File: config.mk
export PLATFORM = sky130hd
export DESIGN_NAME = seg_scan_driver_flat
export DESIGN_NICKNAME = d
export VERILOG_FILES = /design/src/rtl/seg_scan_driver_if.sv /design/src/rtl/seg_scan_driver.sv /design/src/flat_wrapper.sv
export SDC_FILE = /design/constraint.sdc
export NUM_CORES = 1
export LEC_CHECK = 0
export ABC_AREA = 0
export CAP_MARGIN = 20
export CORE_MARGIN = 5
export CORE_UTILIZATION = 30
export DETAILED_ROUTE_END_ITERATION = 10
export PLACE_DENSITY = 0.55
export SLEW_MARGIN = 0
export SYNTH_ARGS = -nofsm -noshare
export SYNTH_HDL_FRONTEND = slang
export SYNTH_SLANG_ARGS = --single-unit
export TNS_END_PERCENT = 1
File: constraint.sdc
create_clock -name clk -period 5.9 [get_ports clk]
set_input_delay 1.18 -clock clk [delete_from_list [all_inputs] [get_ports clk]]
set_output_delay 1.18 -clock clk [all_outputs]
set_load 0.005 [all_outputs]
File: src/rtl/seg_scan_driver_if.sv
// Bus bundle for the four-digit seven-segment scan driver: digit/control inputs
// toward the driver and the registered display outputs back from it.
interface seg_scan_driver_if;
  logic [15:0] digits;
  logic [3:0]  dp;
  logic        load;
  logic        lzb;
  logic        en;
  logic [7:0]  seg;
  logic [3:0]  an;
  logic        slot_tick;

  modport master (
    output digits, dp, load, lzb, en,
    input  seg, an, slot_tick
  );

  modport slave (
    input  digits, dp, load, lzb, en,
    output seg, an, slot_tick
  );
endinterface

File: src/rtl/seg_scan_driver.sv
// Time-multiplexed four-digit common-anode seven-segment driver with a shadowed
// digit word, per-slot anti-ghosting blank window and leading-zero blanking.
module seg_scan_driver #(
  parameter int SCAN_DIV  = 50000,
  parameter int BLANK_CYC = 2
) (
  input  logic              clk,
  input  logic              rst_n,
  seg_scan_driver_if.slave  bus
);

  localparam int             CW        = $clog2(SCAN_DIV);
  localparam logic [CW-1:0]  CNT_MAX   = CW'(SCAN_DIV - 1);
  localparam logic [31:0]    BLANK_LIM = 32'(BLANK_CYC);

  logic [15:0]   shadow_digits;
  logic [3:0]    shadow_dp;
  logic [CW-1:0] cnt;
  logic [1:0]    slot;
  logic [7:0]    seg_q;
  logic [3:0]    an_q;
  logic          tick_q;

  logic          slot_end;
  logic          blank_win;
  logic [3:0]    cur_nib;
  logic          cur_dp;
  logic          cur_lz;
  logic [7:0]    cur_glyph;
  logic          zero3;
  logic          zero2;
  logic          zero1;
  logic          lz3;
  logic          lz2;
  logic          lz1;
  logic [7:0]    next_seg;
  logic [3:0]    next_an;
  logic          next_tick;

  // Active-low glyphs {dp,g,f,e,d,c,b,a}; the dp bit is replaced downstream.
  function automatic logic [7:0] hex_glyph(input logic [3:0] n);
    logic [7:0] g;
    case (n)
      4'h0: g = 8'hC0;
      4'h1: g = 8'hF9;
      4'h2: g = 8'hA4;
      4'h3: g = 8'hB0;
      4'h4: g = 8'h99;
      4'h5: g = 8'h92;
      4'h6: g = 8'h82;
      4'h7: g = 8'hF8;
      4'h8: g = 8'h80;
      4'h9: g = 8'h90;
      4'hA: g = 8'h88;
      4'hB: g = 8'h83;
      4'hC: g = 8'hC6;
      4'hD: g = 8'hA1;
      4'hE: g = 8'h86;
      4'hF: g = 8'h8E;
      default: g = 8'hFF;
    endcase
    return g;
  endfunction

  assign slot_end  = (cnt == CNT_MAX);
  assign blank_win = (32'(cnt) < BLANK_LIM);

  // A digit is a leading zero only if it and every digit to its left are zero.
  assign zero3 = (shadow_digits[15:12] == 4'h0);
  assign zero2 = (shadow_digits[11:8]  == 4'h0);
  assign zero1 = (shadow_digits[7:4]   == 4'h0);
  assign lz3   = zero3;
  assign lz2   = zero3 & zero2;
  assign lz1   = zero3 & zero2 & zero1;

  always_comb begin
    cur_nib = shadow_digits[3:0];
    cur_dp  = shadow_dp[0];
    cur_lz  = 1'b0;
    case (slot)
      2'd0: begin
        cur_nib = shadow_digits[3:0];
        cur_dp  = shadow_dp[0];
        cur_lz  = 1'b0;
      end
      2'd1: begin
        cur_nib = shadow_digits[7:4];
        cur_dp  = shadow_dp[1];
        cur_lz  = lz1;
      end
      2'd2: begin
        cur_nib = shadow_digits[11:8];
        cur_dp  = shadow_dp[2];
        cur_lz  = lz2;
      end
      default: begin
        cur_nib = shadow_digits[15:12];
        cur_dp  = shadow_dp[3];
        cur_lz  = lz3;
      end
    endcase
  end

  assign cur_glyph = hex_glyph(cur_nib);

  // A blanked leading zero keeps its anode driven but shows nothing, dp included.
  always_comb begin
    next_seg  = 8'hFF;
    next_an   = 4'b1111;
    next_tick = 1'b0;
    if (bus.en) begin
      next_tick = slot_end;
      if (!blank_win) begin
        next_an = ~(4'b0001 << slot);
        if (!(bus.lzb && cur_lz)) begin
          next_seg = {~cur_dp, cur_glyph[6:0]};
        end
      end
    end
  end

  always_ff @(posedge clk or negedge rst_n) begin
    if (!rst_n) begin
      shadow_digits <= 16'h0000;
      shadow_dp     <= 4'h0;
    end else if (bus.load) begin
      shadow_digits <= bus.digits;
      shadow_dp     <= bus.dp;
    end
  end

  // The prescaler and slot index freeze while disabled so the scan resumes in place.
  always_ff @(posedge clk or negedge rst_n) begin
    if (!rst_n) begin
      cnt  <= '0;
      slot <= 2'd0;
    end else if (bus.en) begin
      if (slot_end) begin
        cnt  <= '0;
        slot <= slot + 2'd1;
      end else begin
        cnt  <= cnt + 1'b1;
      end
    end
  end

  always_ff @(posedge clk or negedge rst_n) begin
    if (!rst_n) begin
      seg_q  <= 8'hFF;
      an_q   <= 4'b1111;
      tick_q <= 1'b0;
    end else begin
      seg_q  <= next_seg;
      an_q   <= next_an;
      tick_q <= next_tick;
    end
  end

  assign bus.seg       = seg_q;
  assign bus.an        = an_q;
  assign bus.slot_tick = tick_q;

endmodule
File: src/flat_wrapper.sv
// flat-port wrapper written by rule: the top's interface ports become plain ports
module seg_scan_driver_flat 
#(
  parameter int SCAN_DIV  = 50000,
  parameter int BLANK_CYC = 2
)
  (clk, rst_n, bus_digits, bus_dp, bus_load, bus_lzb, bus_en, bus_seg, bus_an, bus_slot_tick);
  seg_scan_driver_if bus_i ();
  input  logic clk;
  input  logic rst_n;
  input wire logic [$bits(bus_i.digits)-1:0] bus_digits;
  input wire logic [$bits(bus_i.dp)-1:0] bus_dp;
  input wire logic [$bits(bus_i.load)-1:0] bus_load;
  input wire logic [$bits(bus_i.lzb)-1:0] bus_lzb;
  input wire logic [$bits(bus_i.en)-1:0] bus_en;
  output wire logic [$bits(bus_i.seg)-1:0] bus_seg;
  output wire logic [$bits(bus_i.an)-1:0] bus_an;
  output wire logic [$bits(bus_i.slot_tick)-1:0] bus_slot_tick;
  assign bus_i.digits = bus_digits;
  assign bus_i.dp = bus_dp;
  assign bus_i.load = bus_load;
  assign bus_i.lzb = bus_lzb;
  assign bus_i.en = bus_en;
  assign bus_seg = bus_i.seg;
  assign bus_an = bus_i.an;
  assign bus_slot_tick = bus_i.slot_tick;
  seg_scan_driver #(.SCAN_DIV(SCAN_DIV), .BLANK_CYC(BLANK_CYC)) u_core (.clk(clk), .rst_n(rst_n), .bus(bus_i));
endmodule
* Word level (Yosys, flattened, before mapping)
Memory sizes are Yosys's and may differ from the RTL's. Cells that the tools add are included.
Word-level totals: flip-flop bits (word level) 51, memory bits (read-only) 112, input bits 25, output and inout port bits 13, word-level logic and storage cells 35, memories kept 1
Memories:
- (no name shown) | words 16, bits a word 7, read ports 1, clocked after memory_dff 0, write ports 0, line seg_scan_driver.sv:43 | case (n)
Cells by class: add/subtract/negate cells 2, magnitude comparators 1, equality and inequality tests 3, shift operators 1, multiplexer cells 10, bitwise operators 4, reductions and logical operators 6
Operators by type and width (number):
- two-way mux 8 bit | 3
- adder 16 x 1 -> 16 bit (second input constant) | 1
- equality test 16 bit (second input constant) | 1
- < comparator 16 x 2 -> 1 bit (second input constant) | 1
- two-way mux 16 bit | 1
- logical NOT 4 bit | 3
- case mux 4 bit (3 select lines) | 1
- two-way mux 4 bit | 2
- case mux 1 bit (3 select lines) | 2
- NOT 4 bit | 1
- << shifter 1 x 2 -> 4 bit (first input constant) | 1
- adder 2 x 1 -> 2 bit (second input constant) | 1
- bitwise AND 1 bit | 2
- equality test 2 x 1 -> 1 bit (second input constant) | 1
- equality test 2 bit (second input constant) | 1
- logical NOT 2 bit | 1
- AND reduction 2 bit | 1
- logical AND 1 bit | 1
- two-way mux 1 bit | 1
- NOT 1 bit | 1

* Depth between registers and ports, before layout
Gate-level depths: netlist of the first run.
depth after elaboration 8, gate-level depth with buffers 9

* Worst setup path after synthesis of the first run
No wires, ideal clock.
path type input-to-reg, start input port bus_load, end register u_core.shadow_digits[10], library setup time 125 ps, arrival 2098 ps, data required time 5775 ps, path slack 3677 ps, stages on the path 3, cells stage by stage clkbuf_1 > clkbuf_1 > mux2_2
RTL lines:
- start: declaration | line flat_wrapper.sv:13 | input wire logic [$bits(bus_i.load)-1:0] bus_load;
- end signal: assignment | line seg_scan_driver.sv:127 | shadow_digits <= bus.digits;
- end: declaration | line seg_scan_driver.sv:16 | logic [15:0] shadow_digits;
No word-level cell between the ends.

==> flow_summary.json, run 1 <==
{
  "synth_cells": 220,
  "antenna_found_initial": 0,
  "drt_iter0_drc": 107,
  "n_antenna_cell": 0,
  "grtUsageTotal_pct": 10.6,
  "drive_gt1_share_pct": 16.7,
  "r2r_setup_slack_ns": 3.37,
  "clk_pin_slew_ns": 0.10,
  "ys_types": 40,
  "cts_max_level": 2,
  "fillerInstances": 833,
  "avgSynthCellArea_sq_um": 11.4,
  "maxSlewViolCount": 0,
  "relSlewSlack_pct": 27.9,
  "viasPerCell": 4.81,
  "synth-seq-area-share_pct": 51.6,
  "ys_warn_count": 0,
  "wirelength_um": 5020,
  "ant_nets": 0,
  "synthArstFlopShare_pct": 100,
  "root_buffer": "clkbuf_8",
  "synth-edff-count": 0,
  "dp_slack_ns": 2.91,
  "dieArea_sq_um": 10300,
  "fin_crit_ns": 2.66,
  "crit_path_start_kind": "input port",
  "cts_tree": "yes",
  "dpl_cell_area_sq_um": 2970,
  "drv_cap": 0,
  "routabilityCongestion": 0.788,
  "synthesis.nets": 257,
  "wl_per_cell_um": 13.8,
  "placementRows": 33,
  "port_buffers": 37,
  "worstMarginPinSlew_ns": 1.05,
  "p_per_area_nw_per_um2": 249,
  "cts_resized": 0,
  "status": "completed",
  "io_pins": 38,
  "whs_ns": 0.522,
  "rsz0062_at_grt": "no",
  "grtUsageMet2_pct": 15.2,
  "crit_type": "input port to flip-flop",
  "worstPathArrival_ns": 2.85,
  "cts.hold.buffers_added": 0,
  "busiest_layer": "met1",
  "synth_area_sq_um": 2500,
  "area_growth_pct": 22.1,
  "drt-pass1-iter-count": 4,
  "leakagePower_nw": 1.27,
  "hold_class": "flip-flop to flip-flop",
  "die_y_um": 101,
  "die_width_um": 101,
  "fmax_mhz": 376,
  "grt_pass1_wl_um": 8680,
  "fin_crit_sh_pct": 45.1,
  "crit_fanout": 15,
  "drc": 0,
  "final_nets": 294,
  "clk_latency_ns": 0.30,
  "cts_buffers": 5,
  "cts_max_path_buffers": 2,
  "finalClockSkew_ns": 0.00872,
  "met3_usage_pct": 2.20,
  "endpoint_kind": "flip-flop",
  "ys_ff_latch": 51,
  "use_met1_pct": 15.5,
  "post-dp-hpwl_um": 3660,
  "stdcell_area_sq_um": 3060,
  "grt_max_degree": 52,
  "fin_ws_ns": 3.24,
  "finalSetupTns_ns": 0,
  "synthFlopType": "dfrtp_1",
  "ir_drop_mv": 0.0866,
  "hold_violations": 0,
  "cts_sinks": 51,
  "cts_setup_buffers": 0,
  "finalSetupViolCount": 0,
  "required_ns": 6.09,
  "vias": 1745,
  "grt_pass1_vias": 1763,
  "grt-ovfl-total": 0,
  "core_area_sq_um": 8180,
  "start_util_pct": 30.6
}
==> synthesized netlist by cell type, types with 7 or more instances <==
cell	number	area (sq um)
nor2_1	7	26.3
inv_1	11	41.3
nand2_1	18	67.6
dfrtp_1	39	976
o21ai_0	12	60.1
nand3_1	10	50.1
mux2_2	17	191
dfstp_2	12	315
ha_1	12	150
xnor2_1	9	78.8
==> registers in the layout, summed over array words and instances, names as in the netlist <==
| signal | flops |
|---|---|
| u_core.cnt | 16 |
| u_core.slot | 2 |
| u_core.bus.slot_tick | 1 |
| u_core.bus.seg | 8 |
| u_core.shadow_dp | 4 |
| u_core.bus.an | 4 |
| u_core.shadow_digits | 16 |
==> path summary, 6_finish.rpt <==
path,startpoint,to,cells past startpoint
max,bus_en,u_core.cnt[14],6
min,u_core.shadow_dp[3],u_core.bus.seg[7],3
max reg2reg,u_core.slot[0],u_core.bus.seg[3],9
min reg2reg,u_core.shadow_dp[3],u_core.bus.seg[7],3
max in group asynchronous,rst_n,u_core.shadow_digits[3],2
min in group asynchronous,rst_n,u_core.cnt[3],2
==> cell usage in the layout (no fill, tap or decap), drive strengths merged, types with 5 or more instances in the layout <==
cell type,synthesis,layout
ha,12,12
a222oi,5,5
nor4,7,7
nor2b,5,5
o21ai,12,12
mux2,18,18
clkbuf,6,5
dfrtp,39,39
inv,11,11
and3,6,6
xnor2,9,9
nand2,19,19
nor2,7,7
dfstp,12,12
mux2i,6,6
nand3,10,10
clkdlybuf4s50,0,36
==> logic make-up (layout without fill, tap and decap cells) <==
logic type                 after synthesis  after routing  share of synthesized area [%]
DFF                                     51             51                           51.6
adders and majority gates               12             12                           6.00
muxes                                   24             24                           10.6
buffers and inverters                   19             57                           3.20
and+or+nand+nor                         67             67                           14.6
AOI/OAI and AO/OA                       35             35                           9.80
xor gates and xnor gates                12             12                           4.20
==> power breakdown <==
part	switching [W]	internal, W	total [W]
Sequential	0.0000360	0.000392	0.000428
Clock	0.000119	0.0000829	0.000201
Combinational	0.0000588	0.0000718	0.000131
Total	0.000213	0.000547	0.000760
==> routing by layer <==
layer  part of all wire (%)  up-vias  wire [um]
met5                      0        -          0
met4                    1.7        0         83
met3                    3.2        6        162
met2                     43       37       2180
met1                     52      839       2590
li1                       -      863          -
==> area by class of cell <==
cell class	instances	area, sq um	area share (%)
timing repair buffer	38	373	12.2
sequential	51	1290	42.2
clock inverter	3	20.0	0.655
inverter	11	41.3	1.35
tap	105	131	4.30
multi-input combinational	150	1130	37.0
clock buffer	5	68.8	2.25
==> stage by stage <==
step	std cells	util, %	power [W]
2_1_floorplan	220	-	0.000506
4_1_cts	363	37.4	0.000774
6_report	363	37.4	0.000760
3_5_place_dp	355	36.3	0.000567
5_1_grt	363	37.4	0.000808
3_3_place_gp	355	36.3	0.000565
==> worst max-delay path: stages <==
cell,delay (ns)
clkdlybuf4s50_1,0.72
nand4_1,0.23
nor3_1,0.35
nand4_1,0.16
xor2_1,0.15
nor2_1,0.05
No activity file was read; power rests on OpenSTA's default activity.
==> inputs of run 2 (changes only) <==
==> constraint.sdc (replaced) <==
create_clock -name clk -period 2.7 [get_ports clk]
set_input_delay 0.54 -clock clk [delete_from_list [all_inputs] [get_ports clk]]
set_output_delay 0.54 -clock clk [all_outputs]
set_load 0.005 [all_outputs]
==> flow_summary.json, run 2 (synthesis results as in run 1) <==
{
  "cts_buffers": 5,
  "routabilityCongestion": 0.755,
  "p_sw_share_pct": 28.6,
  "whs_ns": 0.157,
  "fin_crit_sh_pct": 87.4,
  "fin_ws_ns": 0.341,
  "rr_worst_depth": 9,
  "clk_pin_slew_ns": 0.10,
  "ant_nets": 0,
  "viasPerCell": 4.79,
  "worstPathArrival_ns": 2.58,
  "combPwrFrac_pct": 17.2,
  "cts_max_level": 2,
  "ir_drop_mv": 0.188,
  "maxSlewViolCount": 0,
  "wirelength_um": 5090,
  "timing.rr.end": "u_core.bus.seg[0]",
  "cts_tree": "yes",
  "worstMarginPinSlew_ns": 0.431,
  "cts_max_path_buffers": 2,
  "cts_sinks": 51,
  "cp_slowest_stage_delay_ns": 0.43,
  "status": "completed",
  "fin_crit_ns": 2.36,
  "post-dp-hpwl_um": 3880,
  "rsz0062_at_grt": "no",
  "drt-pass1-iter-count": 4,
  "final_nets": 297,
  "fmax_mhz": 424,
  "clockPowerShare_pct": 27.4,
  "grt_max_degree": 34,
  "cp.buffers_inverters": 2,
  "leakagePower_nw": 1.30,
  "seq_power_share_pct": 55.4,
  "drv_cap": 0,
  "io_pins": 38,
  "vias": 1754,
  "final_cell_mix": "dfrtp_1, clkdlybuf4s50_1, nand2_1",
  "intPower_w": 0.00121,
  "placementRows": 33,
  "area_growth_pct": 23.7,
  "grtUsageTotal_pct": 10.4,
  "relSlewSlack_pct": 71.3,
  "hold_violations": 0,
  "slowest_stage": "dfrtp_1",
  "crit_path_start_kind": "flip-flop",
  "worstPathCellList": "inv_1 -> ha_1 -> a222oi_1 -> mux2i_2 -> inv_1 -> ha_1 -> or3_1 -> o21ai_0 -> o21ai_0",
  "required_ns": 2.92,
  "root_buffer": "clkbuf_8",
  "n_antenna_cell": 0,
  "dp_slack_ns": 0.290,
  "r2r-start": "u_core.slot[0]",
  "grt_pass1_vias": 1774,
  "layout_commonest_cell": "dfrtp_1",
  "drc": 0,
  "grt_pass1_wl_um": 8630,
  "die_width_um": 101,
  "clk_latency_ns": 0.30,
  "stdcell_area_sq_um": 3090,
  "finalSetupTns_ns": 0,
  "start_util_pct": 30.6,
  "port_buffers": 37,
  "p_per_area_nw_per_um2": 548,
  "die_y_um": 101,
  "finalSetupViolCount": 0,
  "crit_type": "flip-flop to flip-flop",
  "core_area_sq_um": 8180,
  "antenna_found_initial": 0,
  "grt-ovfl-total": 0,
  "wl_per_cell_um": 13.9,
  "drt_iter0_drc": 80,
  "dieArea_sq_um": 10300,
  "r2r_setup_slack_ns": 0.34,
  "drive_gt1_share_pct": 18.8,
  "hold_class": "input port to asynchronous set/reset pin",
  "dpl_cell_area_sq_um": 2980,
  "crit_fanout": 7,
  "finalClockSkew_ns": 0.00842,
  "endpoint_kind": "flip-flop",
  "power.switching_w": 0.000484,
  "path_delay_family": "adder cells"
}
## run 2: changes by cell type in the layout (fill, tap and decap cells not counted), sizes merged
cell / previous run / this run
buf: 2 / 5
clkinv: 2 / 0
inv: 11 / 13
## run 2: power by group through the flow
stage	sequential (W)	clock (W)	combinational [W]
after floorplan	0.000930	0	0.000176
after global placement	0.000953	0	0.000287
after detailed placement	0.000953	0	0.000291
after CTS	0.000939	0.000489	0.000292
after global routing	0.000951	0.000509	0.000330
final	0.000938	0.000464	0.000292
## run 2: worst max path at each step
stage | start | end | slack [ns] | cells past startpoint
global placement | u_core.slot[0] | u_core.bus.seg[0] | 0.39 | 9
finish | u_core.slot[0] | u_core.bus.seg[0] | 0.34 | 9
global route | u_core.slot[0] | u_core.bus.seg[0] | 0.08 | 9
CTS | u_core.slot[0] | u_core.bus.seg[0] | 0.26 | 9
floorplan | u_core.slot[1] | u_core.bus.seg[0] | 0.49 | 8
detailed placement | u_core.slot[0] | u_core.bus.seg[0] | 0.29 | 9
## run 2: cell type report
cell class              instances  area [sq um]
well taps                     105           131
fillers                       808          5080
flip-flops and latches         51          1290
clock inverters                 3          27.5
inverters                      11          41.3
repair buffers                 41           395
multi-input cells             150          1140
clock buffers                   5          68.8
## run 2: per-layer routing
| metal | part of all wire, % | track usage (%) | vias up | wire length, um |
|---|---|---|---|---|
| met3 | 4.3 | 2.55 | 2 | 217 |
| li1 | - | - | 873 | - |
| met4 | 0.75 | 2.76 | 0 | 38 |
| met2 | 44 | 15.2 | 39 | 2260 |
| met1 | 51 | 15.2 | 840 | 2580 |
| met5 | 0 | 0 | - | 0 |
## run 2: stage by stage
step,std cells,total power [W],utilization (%)
after floorplan,220,0.00111,-
after global placement,357,0.00124,36.5
after detailed placement,357,0.00124,36.5
after CTS,365,0.00172,37.7
after global routing,366,0.00179,37.8
final,366,0.00170,37.8
## run 2: what timing repair did
| item | in CTS | in global routing |
|---|---|---|
| setup buffers | 0 | 0 |
| resized for setup | 0 | 2 |
| endpoints found under the setup margin | 0 | 1 |
| hold buffers | 0 | 0 |
==> inputs of run 3 (changes only) <==
--- a/config.mk
+++ b/config.mk
@@ -6,11 +6,9 @@
 export NUM_CORES = 1
 export LEC_CHECK = 0
 export ABC_AREA = 0
-export CAP_MARGIN = 20
 export CORE_MARGIN = 5
 export CORE_UTILIZATION = 30
 export DETAILED_ROUTE_END_ITERATION = 10
-export PLACE_DENSITY = 0.55
 export SLEW_MARGIN = 0
 export SYNTH_ARGS = -nofsm -noshare
 export SYNTH_HDL_FRONTEND = slang
==> flow_summary.json, run 3 (synthesis results as in run 1) <==
{
  "ir_drop_mv": 0.234,
  "final_nets": 297,
  "endpoint_kind": "flip-flop",
  "root_buffer": "clkbuf_8",
  "fin_crit_ns": 2.39,
  "rsz0062_at_grt": "no",
  "placementRows": 33,
  "leakagePower_nw": 1.30,
  "worstPathArrival_ns": 2.60,
  "wirelength_um": 4960,
  "antenna_found_initial": 0,
  "p_total_w": 0.00167,
  "ant_nets": 0,
  "drt-pass1-iter-count": 4,
  "io_pins": 38,
  "drv_cap": 0,
  "slowest_stage": "dfrtp_1",
  "viasPerCell": 4.79,
  "finalSetupViolCount": 0,
  "fmax_mhz": 419,
  "routabilityCongestion": 0.824,
  "drive_gt1_share_pct": 18.8,
  "area_growth_pct": 23.4,
  "start_util_pct": 30.6,
  "r2r_setup_slack_ns": 0.31,
  "busiest_layer": "met2",
  "fin_crit_sh_pct": 88.4,
  "timing.rr.end": "u_core.bus.seg[3]",
  "dieArea_sq_um": 10300,
  "required_ns": 2.91,
  "crit_type": "flip-flop to flip-flop",
  "grt_pass1_wl_um": 8470,
  "cts.hold.buffers_added": 0,
  "wl_per_cell_um": 13.6,
  "finalClockSkew_ns": 0.00837,
  "cts_max_level": 2,
  "relSlewSlack_pct": 54.0,
  "die_y_um": 101,
  "fillerInstances": 819,
  "clk_latency_ns": 0.29,
  "n_antenna_cell": 0,
  "post-dp-hpwl_um": 3800,
  "hold_class": "input port to asynchronous set/reset pin",
  "maxSlewViolCount": 0,
  "cts_sinks": 51,
  "drt_iter0_drc": 51,
  "grtUsageTotal_pct": 10.1,
  "grt_pass1_vias": 1746,
  "cp.buffers_inverters": 2,
  "cts_max_path_buffers": 2,
  "hold_violations": 0,
  "die_width_um": 101,
  "crit_fanout": 7,
  "status": "completed",
  "finalSetupTns_ns": 0,
  "layout_commonest_cell": "dfrtp_1",
  "port_buffers": 37,
  "clk_pin_slew_ns": 0.10,
  "worstPathCellList": "inv_1 -> ha_1 -> a222oi_1 -> mux2i_2 -> inv_1 -> ha_1 -> nor2b_1 -> a211oi_1 -> o21ai_0",
  "drc": 0,
  "cp_slowest_stage_delay_ns": 0.43,
  "vias": 1753,
  "use_met1_pct": 14.4,
  "r2r-start": "u_core.slot[0]",
  "worstMarginPinSlew_ns": 0.677,
  "grtUsageMet2_pct": 15.5,
  "grt-ovfl-total": 0,
  "p_per_area_nw_per_um2": 540,
  "final_cell_mix": "dfrtp_1, clkdlybuf4s50_1, nand2_1",
  "path_delay_family": "adder cells",
  "cts_buffers": 5,
  "grt_max_degree": 52,
  "cts_tree": "yes",
  "crit_path_start_kind": "flip-flop",
  "rr_worst_depth": 9,
  "core_area_sq_um": 8180,
  "met3_usage_pct": 2.13
}
==> run 3: cell count changes in the layout (fill, tap and decap cells not counted), sizes merged <==
cell      before  now
clkinvlp       1    0
clkinv         0    1
==> run 3: how the worst max path moves through the flow <==
stage	startpoint	to	slack, ns	cells past startpoint
5_1_grt	u_core.slot[0]	u_core.bus.seg[3]	0.09	9
4_1_cts	u_core.slot[0]	u_core.bus.seg[3]	0.21	9
2_1_floorplan	u_core.slot[1]	u_core.bus.seg[0]	0.49	8
6_report	u_core.slot[0]	u_core.bus.seg[3]	0.31	9
3_5_place_dp	u_core.slot[0]	u_core.bus.seg[0]	0.24	9
3_3_place_gp	u_core.slot[0]	u_core.bus.seg[0]	0.41	9
==> run 3: worst register-to-register path: stages (launching register included) <==
cell      delay, ns
dfrtp_1        0.43
inv_1          0.14
ha_1           0.31
a222oi_1       0.17
mux2i_2        0.34
inv_1          0.14
ha_1           0.28
nor2b_1        0.15
a211oi_1       0.23
o21ai_0        0.11
==> run 3: layout make-up <==
cell class	instances	area, sq um	share of cell area [%]
Clock buffer	5	68.8	2.23
Clock inverter	3	22.5	0.729
Inverter	11	41.3	1.34
Multi-Input combinational cell	150	1140	36.9
Sequential cell	51	1290	41.8
Tap cell	105	131	4.25
Timing Repair Buffer	41	395	12.8
==> run 3: stage by stage <==
stage               std cells  setup slack (ns)  instance area (sq um)  hold slack (ns)  util (%)
floorplan                 220             0.486                   2500            0.244         -
global placement          358             0.410                   2990            0.501      36.6
detailed placement        358             0.239                   2990            0.504      36.6
CTS                       366             0.210                   3080            0.356      37.7
global route              366            0.0933                   3090            0.392      37.8
finish                    366             0.313                   3090            0.321      37.8
==> run 3: power breakdown <==
| group | leakage, nW | switching, W | internal [W] |
|---|---|---|---|
| Sequential | 0.606 | 0.0000802 | 0.000857 |
| Combinational | 0.645 | 0.000128 | 0.000159 |
| Clock | 0.0489 | 0.000256 | 0.000188 |
==> run 3: timing repair <==
item                                    CTS  global route
gates resized for setup                   0             2
setup buffers                             0             0
endpoints found under the setup margin    0             2
==> run 3: metal layers <==
| metal | wire [um] | share of wire (%) | vias up |
|---|---|---|---|
| met5 | 0 | 0 | - |
| met4 | 49 | 0.99 | 0 |
| met3 | 160 | 3.2 | 2 |
| met2 | 2280 | 46 | 34 |
| met1 | 2470 | 50 | 853 |
| li1 | - | - | 864 |
